<file path="src/rtl/panda_risc_v_dpc_pkg.sv">
// Shared definitions for the data-dependency tracking table.
package panda_risc_v_dpc_pkg;

  localparam int unsigned REG_ID_W = 5;

  typedef enum logic [1:0] {
    DPC_ST_FREE  = 2'b00,
    DPC_ST_DCD   = 2'b01,
    DPC_ST_DSPTC = 2'b10
  } dpc_state_e;

  typedef struct packed {
    dpc_state_e          state;
    logic [REG_ID_W-1:0] rd_id;
    logic                rd_vld;
  } dpc_entry_t;

  localparam dpc_entry_t DPC_ENTRY_RST = '{state: DPC_ST_FREE, rd_id: '0, rd_vld: 1'b0};

endpackage

</file>
<file path="src/rtl/panda_risc_v_dpc_entry_match.sv">
// Per-entry hazard match: flags whether one table entry's pending RD write
// collides with the RS1/RS2/RD query indices of the querying instruction.
module panda_risc_v_dpc_entry_match
  import panda_risc_v_dpc_pkg::*;
#(
  parameter int unsigned inst_id_width = 4
) (
  input  logic [1:0]               state_i,
  input  logic [REG_ID_W-1:0]      rd_id_i,
  input  logic                     rd_vld_i,
  input  logic [inst_id_width-1:0] entry_idx_i,
  input  logic [inst_id_width-1:0] self_id_i,
  input  logic [REG_ID_W-1:0]      rs1_id_i,
  input  logic [REG_ID_W-1:0]      rs2_id_i,
  input  logic [REG_ID_W-1:0]      rd_q_id_i,
  output logic                     rs1_match_o,
  output logic                     rs2_match_o,
  output logic                     rd_match_o
);

  logic live;

  // The querying instruction never conflicts with its own entry
  assign live = (state_i != 2'(DPC_ST_FREE)) & rd_vld_i & (entry_idx_i != self_id_i);

  assign rs1_match_o = live & (rd_id_i == rs1_id_i)  & (rs1_id_i  != '0);
  assign rs2_match_o = live & (rd_id_i == rs2_id_i)  & (rs2_id_i  != '0);
  assign rd_match_o  = live & (rd_id_i == rd_q_id_i) & (rd_q_id_i != '0);

endmodule

</file>
<file path="src/rtl/panda_risc_v_dpc_tracker.sv">
// Data-dependency tracking table indexed by instruction ID; answers RAW/WAW queries.
// Optional macro PANDA_RISC_V_DPC_RETIRE_BYPASS_EN masks retiring entries from queries.
module panda_risc_v_dpc_tracker
  import panda_risc_v_dpc_pkg::*;
#(
  parameter int unsigned inst_id_width    = 4,
  parameter int unsigned simulation_delay = 1
) (
  input  logic                     clk,
  input  logic                     rst,
  input  logic                     sys_reset_req,
  input  logic                     flush_req,
  input  logic [inst_id_width-1:0] dpc_trace_dcd_inst_id,
  input  logic [REG_ID_W-1:0]      dpc_trace_dcd_rd_id,
  input  logic                     dpc_trace_dcd_rd_vld,
  input  logic                     dpc_trace_dcd_valid,
  input  logic [inst_id_width-1:0] dpc_trace_dsptc_inst_id,
  input  logic                     dpc_trace_dsptc_valid,
  input  logic [inst_id_width-1:0] dpc_trace_retire_inst_id,
  input  logic                     dpc_trace_retire_valid,
  input  logic [inst_id_width-1:0] dpc_check_self_inst_id,
  input  logic [REG_ID_W-1:0]      raw_dpc_check_rs1_id,
  output logic                     rs1_raw_dpc,
  input  logic [REG_ID_W-1:0]      raw_dpc_check_rs2_id,
  output logic                     rs2_raw_dpc,
  input  logic [REG_ID_W-1:0]      waw_dpc_check_rd_id,
  output logic                     rd_waw_dpc,
  output logic [inst_id_width:0]   dpc_tracker_cnt,
  output logic                     dpc_tracker_full,
  output logic                     dpc_tracker_empty
);

  localparam int unsigned DEPTH = 1 << inst_id_width;
  localparam int unsigned CNT_W = inst_id_width + 1;

  dpc_entry_t       tbl_q [DEPTH];
  dpc_entry_t       tbl_d [DEPTH];
  logic [CNT_W-1:0] cnt_q, cnt_d;
  logic             full_q, full_d, empty_q, empty_d;
  logic             clr, dcd_retire_same, alloc, free_ev;
  logic             dcd_bad, dsp_bad;

  assign clr             = sys_reset_req | flush_req;
  assign dcd_retire_same = dpc_trace_dcd_valid & dpc_trace_retire_valid &
                           (dpc_trace_dcd_inst_id == dpc_trace_retire_inst_id);
  assign alloc   = dpc_trace_dcd_valid & (tbl_q[dpc_trace_dcd_inst_id].state == DPC_ST_FREE);
  // A same-ID decode re-allocates the retiring entry, so it is not a net free
  assign free_ev = dpc_trace_retire_valid & ~dcd_retire_same &
                   (tbl_q[dpc_trace_retire_inst_id].state != DPC_ST_FREE);

  // Next table state: clear > decode > retire > dispatch
  always_comb begin
    for (int unsigned e = 0; e < DEPTH; e++) begin
      tbl_d[e] = tbl_q[e];
      if (clr) begin
        tbl_d[e] = DPC_ENTRY_RST;
      end else if (dpc_trace_dcd_valid && dpc_trace_dcd_inst_id == inst_id_width'(e)) begin
        tbl_d[e].state  = DPC_ST_DCD;
        tbl_d[e].rd_id  = dpc_trace_dcd_rd_id;
        tbl_d[e].rd_vld = dpc_trace_dcd_rd_vld & (dpc_trace_dcd_rd_id != '0);
      end else if (dpc_trace_retire_valid && dpc_trace_retire_inst_id == inst_id_width'(e)) begin
        tbl_d[e].state = DPC_ST_FREE;
      end else if (dpc_trace_dsptc_valid && dpc_trace_dsptc_inst_id == inst_id_width'(e) &&
                   tbl_q[e].state == DPC_ST_DCD) begin
        tbl_d[e].state = DPC_ST_DSPTC;
      end
    end
    cnt_d   = clr ? '0 : cnt_q + CNT_W'(alloc) - CNT_W'(free_ev);
    full_d  = (cnt_d == CNT_W'(DEPTH));
    empty_d = (cnt_d == '0);
  end

  always_ff @(posedge clk or posedge rst) begin
    if (rst) begin
      for (int unsigned e = 0; e < DEPTH; e++) tbl_q[e] <= DPC_ENTRY_RST;
      cnt_q   <= '0;
      full_q  <= 1'b0;
      empty_q <= 1'b1;
    end else begin
      for (int unsigned e = 0; e < DEPTH; e++) tbl_q[e] <= tbl_d[e];
      cnt_q   <= cnt_d;
      full_q  <= full_d;
      empty_q <= empty_d;
    end
  end

  assign dpc_tracker_cnt   = cnt_q;
  assign dpc_tracker_full  = full_q;
  assign dpc_tracker_empty = empty_q;

  logic [DEPTH-1:0] rs1_hit, rs2_hit, rd_hit, ret_mask;

  for (genvar g = 0; g < DEPTH; g++) begin : g_entry
`ifdef PANDA_RISC_V_DPC_RETIRE_BYPASS_EN
    assign ret_mask[g] = dpc_trace_retire_valid &
                         (dpc_trace_retire_inst_id == inst_id_width'(g));
`else
    assign ret_mask[g] = 1'b0;
`endif
    panda_risc_v_dpc_entry_match #(.inst_id_width(inst_id_width)) u_match (
      .state_i     (tbl_q[g].state),
      .rd_id_i     (tbl_q[g].rd_id),
      .rd_vld_i    (tbl_q[g].rd_vld & ~ret_mask[g]),
      .entry_idx_i (inst_id_width'(g)),
      .self_id_i   (dpc_check_self_inst_id),
      .rs1_id_i    (raw_dpc_check_rs1_id),
      .rs2_id_i    (raw_dpc_check_rs2_id),
      .rd_q_id_i   (waw_dpc_check_rd_id),
      .rs1_match_o (rs1_hit[g]),
      .rs2_match_o (rs2_hit[g]),
      .rd_match_o  (rd_hit[g])
    );
  end

  assign rs1_raw_dpc = |rs1_hit;
  assign rs2_raw_dpc = |rs2_hit;
  assign rd_waw_dpc  = |rd_hit;

  // Protocol misuse by the decoder/dispatcher
  assign dcd_bad = dpc_trace_dcd_valid & ~clr & ~dcd_retire_same &
                   (tbl_q[dpc_trace_dcd_inst_id].state != DPC_ST_FREE);
  assign dsp_bad = dpc_trace_dsptc_valid & ~clr &
                   (tbl_q[dpc_trace_dsptc_inst_id].state != DPC_ST_DCD);

  assert property (@(posedge clk) disable iff (rst) !dcd_bad)
    else $error("dpc_tracker: decode into occupied entry %0d (delay param %0d)",
                dpc_trace_dcd_inst_id, simulation_delay);
  assert property (@(posedge clk) disable iff (rst) !dsp_bad)
    else $error("dpc_tracker: dispatch of non-decoded entry %0d",
                dpc_trace_dsptc_inst_id);

endmodule

</file>
<file path="config.mk">
export PLATFORM = sky130hd
export DESIGN_NAME = panda_risc_v_dpc_tracker
export DESIGN_NICKNAME = d
export VERILOG_FILES = /design/src/rtl/panda_risc_v_dpc_pkg.sv /design/src/rtl/panda_risc_v_dpc_entry_match.sv /design/src/rtl/panda_risc_v_dpc_tracker.sv
export SDC_FILE = /design/constraint.sdc
export NUM_CORES = 1
export LEC_CHECK = 0
export ABC_AREA = 0
export CAP_MARGIN = 40
export CORE_MARGIN = 1.5
export CORE_UTILIZATION = 55
export CTS_BUF_LIST = sky130_fd_sc_hd__clkbuf_8
export CTS_CLUSTER_DIAMETER = 50
export DETAILED_ROUTE_END_ITERATION = 7
export PLACE_DENSITY = 0.77
export SLEW_MARGIN = 15
export SYNTH_ARGS = -nofsm -noshare
export SYNTH_HDL_FRONTEND = slang
export SYNTH_HIERARCHICAL = 1
export SYNTH_SLANG_ARGS = --single-unit
</file>
<file path="constraint.sdc">
create_clock -name clk -period 4.46 [get_ports clk]
set_clock_uncertainty 0.1 [all_clocks]
set_input_delay 1.115 -clock clk [delete_from_list [all_inputs] [get_ports clk]]
set_output_delay 1.115 -clock clk [all_outputs]
set_load 0.02 [all_outputs]
</file>
# ---- After elaboration in Yosys (flattened, before gate mapping)
# Index checks and enable logic that the tools add are counted.
dict set report classes {
  addsub 2
  mul 0
  div_mod_pow 0
  n_lt_le_gt_ge 2
  n_eq_ne 126
  n_shift 0
  muxes 87
  bitwise 138
  reduce_logical 126
}
# op n
set op_table {}
lappend op_table {{$eq 5x5->1} 48}
lappend op_table {{$mux 8} 20}
lappend op_table {{$and 1x1->1} 134}
lappend op_table {{$eq 4x4->1 const B} 24}
lappend op_table {{$mux 2} 48}
lappend op_table {{$mux 6} 16}
lappend op_table {{$reduce_bool 4->1} 17}
lappend op_table {{$reduce_bool 2->1} 33}
lappend op_table {{$bmux 8 s4} 2}
lappend op_table {{$logic_and 1x1->1} 64}
lappend op_table {{$eq 4x3->1 const B} 12}
lappend op_table {{$reduce_or 16->1} 3}
lappend op_table {{$eq 2x1->1 const B} 16}
lappend op_table {{$ne 4x4->1 const A} 8}
lappend op_table {{$eq 4x2->1 const B} 6}
lappend op_table {{$reduce_bool 5->1} 4}
lappend op_table {{$ne 3x4->1 const A} 4}
lappend op_table {{$eq 4x1->1 const B} 3}
lappend op_table {{$logic_not 4->1} 3}
lappend op_table {{$ge 5x5->1 const B} 2}
lappend op_table {{$not 4->5} 2}
lappend op_table {{$ne 2x4->1 const A} 2}
lappend op_table {{$add 5x1->5} 1}
lappend op_table {{$eq 5x5->1 const B} 1}
lappend op_table {{8 further kinds} 8}
dict set report word_totals {
  ff_bits 135
  latch_bits 0
  mem_bits_rw 0
  mem_bits_ro 0
  in_bits 44
  output_inout_bits 10
  wordCells 532
  mem_count 0
}

# ---- Longest topological paths before layout
dict set report depth {
  word_depth 10
  mapped_depth 16
  depth_no_buf 14
}

# ---- Modules after synthesis
# Netlist, hierarchy kept.
# mod n_inst cells_each area_each_um2 seq_area_each_um2
set modules_own_cells {}
lappend modules_own_cells {panda_risc_v_dpc_tracker 1 727 6481.2 3379.5}
lappend modules_own_cells {panda_risc_v_dpc_entry_match 16 33 257.7 0.0}

# ---- Worst setup path before layout
# Ideal clock, no wire load.
dict set report synth_path {
  kind {input port to flip-flop}
  from {in dpc_trace_retire_inst_id[1]}
  to {reg empty_q (netlist: dpc_tracker_empty)}
  setup_ps 68
  arrival_ps 3573
  required_ps 4292
  path_slack_ps 720
  cell_stages 15
  path_buffers 2
  path_cell_list {buf_2 buf_2 a21oi_1 o311ai_0 a21oi_1 o21a_1 ha_1 inv_1 ha_1 fa_1 a21o_1 a21oi_1 xnor2_1 nor2_1 nor2_1}
}
dict set report synth_via {
  elab_chain_len 9
  elab_cells_between_ends 13
  cone_classes {add/sub (1); eq/ne (1); mux (4); bitwise (5); reduce/logical (2)}
}
# element line_no
set synth_lines {}
lappend synth_lines {{start: declaration} panda_risc_v_dpc_tracker.sv:19} ;# input logic [inst_id_width-1:0] dpc_trace_retire_inst_id,
lappend synth_lines {{$not 4->5 (implied by the code)} panda_risc_v_dpc_tracker.sv:49} ;# (tbl_q[dpc_trace_retire_inst_id].state != DPC_ST_FREE);
lappend synth_lines {{$bmux 8 s4} panda_risc_v_dpc_tracker.sv:49}
lappend synth_lines {{$mux 8 (implied by the code) (2 in series)} panda_risc_v_dpc_tracker.sv:49}
lappend synth_lines {{$reduce_bool 2->1} panda_risc_v_dpc_tracker.sv:49}
lappend synth_lines {{$and 1x1->1 *} panda_risc_v_dpc_tracker.sv:48} ;# assign free_ev = dpc_trace_retire_valid & ~dcd_retire_same &
lappend synth_lines {{$sub 5x1->5 *} panda_risc_v_dpc_tracker.sv:68} ;# cnt_d = clr ? '0 : cnt_q + CNT_W'(alloc) - CNT_W'(free_ev);
lappend synth_lines {{$mux 5 *} panda_risc_v_dpc_tracker.sv:68}
lappend synth_lines {{via cnt_d[4]} panda_risc_v_dpc_tracker.sv:38} ;# logic [CNT_W-1:0] cnt_q, cnt_d;
lappend synth_lines {{$logic_not 5->1 *} panda_risc_v_dpc_tracker.sv:70} ;# empty_d = (cnt_d == '0);
lappend synth_lines {{via empty_d} panda_risc_v_dpc_tracker.sv:39} ;# logic full_q, full_d, empty_q, empty_d;
lappend synth_lines {{end signal: assignment} panda_risc_v_dpc_tracker.sv:83} ;# empty_q <= empty_d;
lappend synth_lines {{end: declaration} panda_risc_v_dpc_tracker.sv:39}
# Mark *: on every way through the listed nets, which the timed path passes. The rest lies on a longest branch. The select of a mux whose other input is x is not followed.
# A chain may end at the register's enable or synchronous reset.

# ---- Final worst setup path
dict set report layout_path {
  from {in dpc_check_self_inst_id[1]}
  to {out rs1_raw_dpc}
}
dict set report layout_via {
  elab_chain_len 5
  elab_cells_between_ends 65
  cone_classes {eq/ne (15); bitwise (48); reduce/logical (2)}
}
# element line_no
set layout_lines {}
lappend layout_lines {{start: declaration} panda_risc_v_dpc_tracker.sv:21} ;# input logic [inst_id_width-1:0] dpc_check_self_inst_id,
lappend layout_lines {{$ne 4x4->1} panda_risc_v_dpc_entry_match.sv:24} ;# assign live = (state_i != 2'(DPC_ST_FREE)) & rd_vld_i & (entry_idx_i != self_id_i);
lappend layout_lines {{$and 1x1->1} panda_risc_v_dpc_entry_match.sv:24}
lappend layout_lines {{$and 1x1->1 (2 in series)} panda_risc_v_dpc_entry_match.sv:26} ;# assign rs1_match_o = live & (rd_id_i == rs1_id_i) & (rs1_id_i != '0);
lappend layout_lines {{via rs1_hit[12]} panda_risc_v_dpc_tracker.sv:91} ;# logic [DEPTH-1:0] rs1_hit, rs2_hit, rd_hit, ret_mask;
lappend layout_lines {{$reduce_or 16->1} panda_risc_v_dpc_tracker.sv:115} ;# assign rs1_raw_dpc = |rs1_hit;
lappend layout_lines {{end: declaration} panda_risc_v_dpc_tracker.sv:23} ;# output logic rs1_raw_dpc,
# The timed path passes the listed nets, and every way through them passes these cells.

==> impl_metrics.yaml <==
run_status:
  status: "finished clean"
finish:
  syn_to_final_growth_pct: 24.1
  drive_gt1_share_pct: 13.2
  num_antenna_cells: 0
  nFillCells: 1495
  final_area_um2: 13200
  fin_util_pct: 69.9
  nNetsFinal: 1499
pwr:
  p_clk_share_pct: 35.2
  p_seq_share_pct: 41.2
  power_density_nw_per_um2: 230
  comb_power_share_pct: 23.6
  vdd_ir_drop_max_uv: 189
  power.switching_w: 0.000961
  p_int_w: 0.00207
  leakage_nw: 4.72
  sw_frac_of_total_pct: 31.7
  finalPower_w: 0.00303
detailed_routing:
  routedWlPerCell_um: 20.1
  drc: 0
  totalWireLength_mm: 34.6
  num_vias: 10653
  viasPerCell: 6.19
  initialDrtViolationCount: 1193
  dr.pass1.iters: 6
  ant_nets: 0
synthesis:
  synth-edff-count: 0
  syn_inst: 1255
  ys_seq_area_share_pct: 31.9
  ys_seq_elements: 135
  synthFlopType: "dfrtp_1"
  async_flop_share_pct: 100
  yosysWarningCount: 6
  avgSynthCellArea_um2: 8.45
  synthDistinctLibCells: 58
  netlist_area_um2: 10600
timing:
  maxSlewHeadroom_pct: 46.4
  tightest_slew_ns: 0.804
  setup_slack_ns: 0.0163
  fin_tns_setup_ns: 0
  grt_setup_unrepaired: "true"
  finalSetupViolations: 0
  fmax_mhz: 225
  hold_viol: 0
  period_needed_ns: 4.44
  timing.final.crit_share_pct: 99.6
  slew_violations: 0
critical_path:
  crit_chain: "clkdlybuf4s50_1 -> buf_12 -> buf_4 -> xnor2_1 -> a41o_2 -> buf_4 -> nor3_1 -> nor4_2 -> nand4_1 -> buf_6"
  max_stage_delay_ns: 0.45
  path_max_fanout: 15
  crit_top_cell: "buf_4"
  crit_required_ns: 3.24
  crit_family: "buffers and inverters"
  critPathSlowestCell: "clkdlybuf4s50_1"
  critPathKind: "primary input to output port"
  cp_data_arrival_time_ns: 3.23
  rrSetupSlack_ns: 1.29
  critPathLaunchType: "primary input"
  regToRegStartpoint: "tbl_q[78]"
  r2r_cells: 14
  r2r_end: "dpc_tracker_empty"
  path_buf_inv: 5
  cp-end-kind: "output port"
cts:
  cts_buffer_depth: 2
  clock_latency_ns: 0.46
  clk_pin_slew_ns: 0.09
  h-tree-depth: 4
  clkSinkCount: 135
  cts_root_buf: "clkbuf_8"
  cts_inserted_buffers: 17
  cts_tree: "built"
  ctsHoldBuffers: 0
floorplan:
  row_count: 50
  ios: 54
  die_w_um: 142
  dieArea_um2: 20100
  die_h_um: 142
  start_util_pct: 56.3
  core_um2: 18800
global_routing:
  grt_pass1_vias: 9972
  grt_pass1_wl_mm: 53.9
  grt_start_max_net_pins: 66
  grt_overflow: 0
  antenna_found_initial: 0
  grt_usage_pct: 34.4
worst_hold_path:
  holdPathStages: 2
  min_from: "tbl_q[112]"
  hp-class: "flop to flop"
  hold_end: "tbl_q[112]"
flow_run:
  maxCapViolCount: 0
place:
  postPlaceCellArea_um2: 12600
  dp_hpwl_mm: 24.1
  place_ws_ns: -0.476
  io_buffers: 53
  gp_congestion: 0.982
## synth_stat cells, drive strengths merged, types with 9 or more instances
cell type | n | area, um^2
nor2 | 78 | 293
nand3 | 90 | 455
nor3 | 50 | 250
nand2 | 164 | 618
xnor2 | 291 | 2550
or4 | 33 | 251
mux2i | 13 | 130
o21ai | 34 | 200
nor4 | 15 | 93.8
o211ai | 34 | 349
a211oi | 19 | 143
a41o | 16 | 160
a21oi | 106 | 531
nand4 | 20 | 125
o41ai | 18 | 158
buf | 20 | 124
clkbuf | 31 | 116
dfrtp | 134 | 3350
o311ai | 9 | 78.8
## worst max path at each step
stage | cells after the start | slack (ns) | endpoint | startpoint
after floorplan | 15 | 0.72 | dpc_tracker_empty | dpc_trace_retire_inst_id[1]
after global placement | 9 | -0.43 | rs2_raw_dpc | raw_dpc_check_rs2_id[1]
after detailed placement | 9 | -0.48 | rs2_raw_dpc | raw_dpc_check_rs2_id[1]
after CTS | 9 | -0.05 | rs2_raw_dpc | raw_dpc_check_rs2_id[2]
after global routing | 10 | -0.05 | rs1_raw_dpc | dpc_check_self_inst_id[0]
final | 10 | 0.02 | rs1_raw_dpc | dpc_check_self_inst_id[1]
## tightest hold or removal path, delay by kind of cell, from the launching register on
kind | cells | cell delay, ns
flops | 1 | 0.35
compound gates | 1 | 0.06
simple gates | 1 | 0.06
## routing by layer
layer  routed length, um  vias to the layer above  global-route usage (%)
li1                    -                     4816                       -
met1               13800                     5153                    46.9
met2               16000                      580                    53.3
met3                3260                      104                    5.91
met4                1590                        0                    16.7
met5                   0                        -                       0
## power by group through the flow
stage	Clock [W]	Combinational [W]	Sequential [W]
finish	0.00107	0.000714	0.00125
CTS	0.00107	0.000692	0.00125
floorplan	0	0.000362	0.00128
global placement	0	0.000670	0.00127
detailed placement	0	0.000687	0.00127
global route	0.00113	0.000769	0.00125
## stage by stage
stage          hold WS, ns  cells
2_1_floorplan        0.362   1317
4_1_cts              0.406   1713
3_3_place_gp         0.377   1679
3_5_place_dp         0.386   1679
6_report             0.403   1722
5_1_grt              0.435   1722
## placed cells by master (no fill, tap or decap), types with 6 or more instances in the layout
cell type | Yosys | final
xnor2_1 | 291 | 291
a41o_1 | 16 | 14
clkbuf_8 | 0 | 17
or4_1 | 32 | 30
nor2_1 | 78 | 77
o41ai_1 | 18 | 18
conb_1 | 2 | 64
nor3_1 | 50 | 50
o311ai_0 | 9 | 9
o211ai_2 | 16 | 16
o21ai_2 | 8 | 8
a211oi_1 | 19 | 19
dfrtp_1 | 134 | 134
o22ai_1 | 6 | 6
buf_6 | 1 | 6
nor4_1 | 15 | 11
nand2_1 | 163 | 163
mux2i_1 | 13 | 13
nand4_1 | 20 | 20
nand2b_1 | 6 | 6
buf_12 | 1 | 31
a21oi_1 | 106 | 106
inv_1 | 8 | 9
buf_4 | 2 | 74
nor2b_1 | 8 | 8
o21ai_0 | 24 | 24
clkdlybuf4s50_1 | 0 | 40
o211ai_1 | 17 | 17
nand3_1 | 89 | 89
## area by class of cell
cell class | instances | area, um^2 | share of cell area, %
Clock buffer | 17 | 234 | 1.78
Multi-Input combinational cell | 1123 | 7230 | 54.9
Timing Repair Buffer | 164 | 1790 | 13.6
Clock inverter | 15 | 170 | 1.29
Tap cell | 260 | 325 | 2.47
Sequential cell | 135 | 3380 | 25.7
Inverter | 8 | 33.8 | 0.257
## cell families (layout without fill, tap and decap cells)
logic type                 count (synthesis)  after routing  synth area share (%)
DFF                                      135            135                  31.9
adders and majority gates                  6              6                 0.779
buffers and inverters                     59            204                  2.55
muxes                                     16             16                  1.76
AOI/OAI and AO/OA                        259            259                  16.9
and+or+nand+nor                          482            482                  21.7
xor gates and xnor gates                 296            296                  24.4
other                                      2             64                0.0708
## state kept, by name, summed over array words and instances, names as in the netlist
register           count
tbl_q                128
dpc_tracker_empty      1
dpc_tracker_cnt        5
dpc_tracker_full       1
## timing repair
item                                    in CTS  in global routing
endpoints found under the setup margin       3                  3
pin swaps                                    5                 13
buffers inserted                             2                  7
endpoints found under the hold margin        0                  0
cloned                                       0                  2
resized for setup                           15                 19
(Power assumes the default switching activity.)
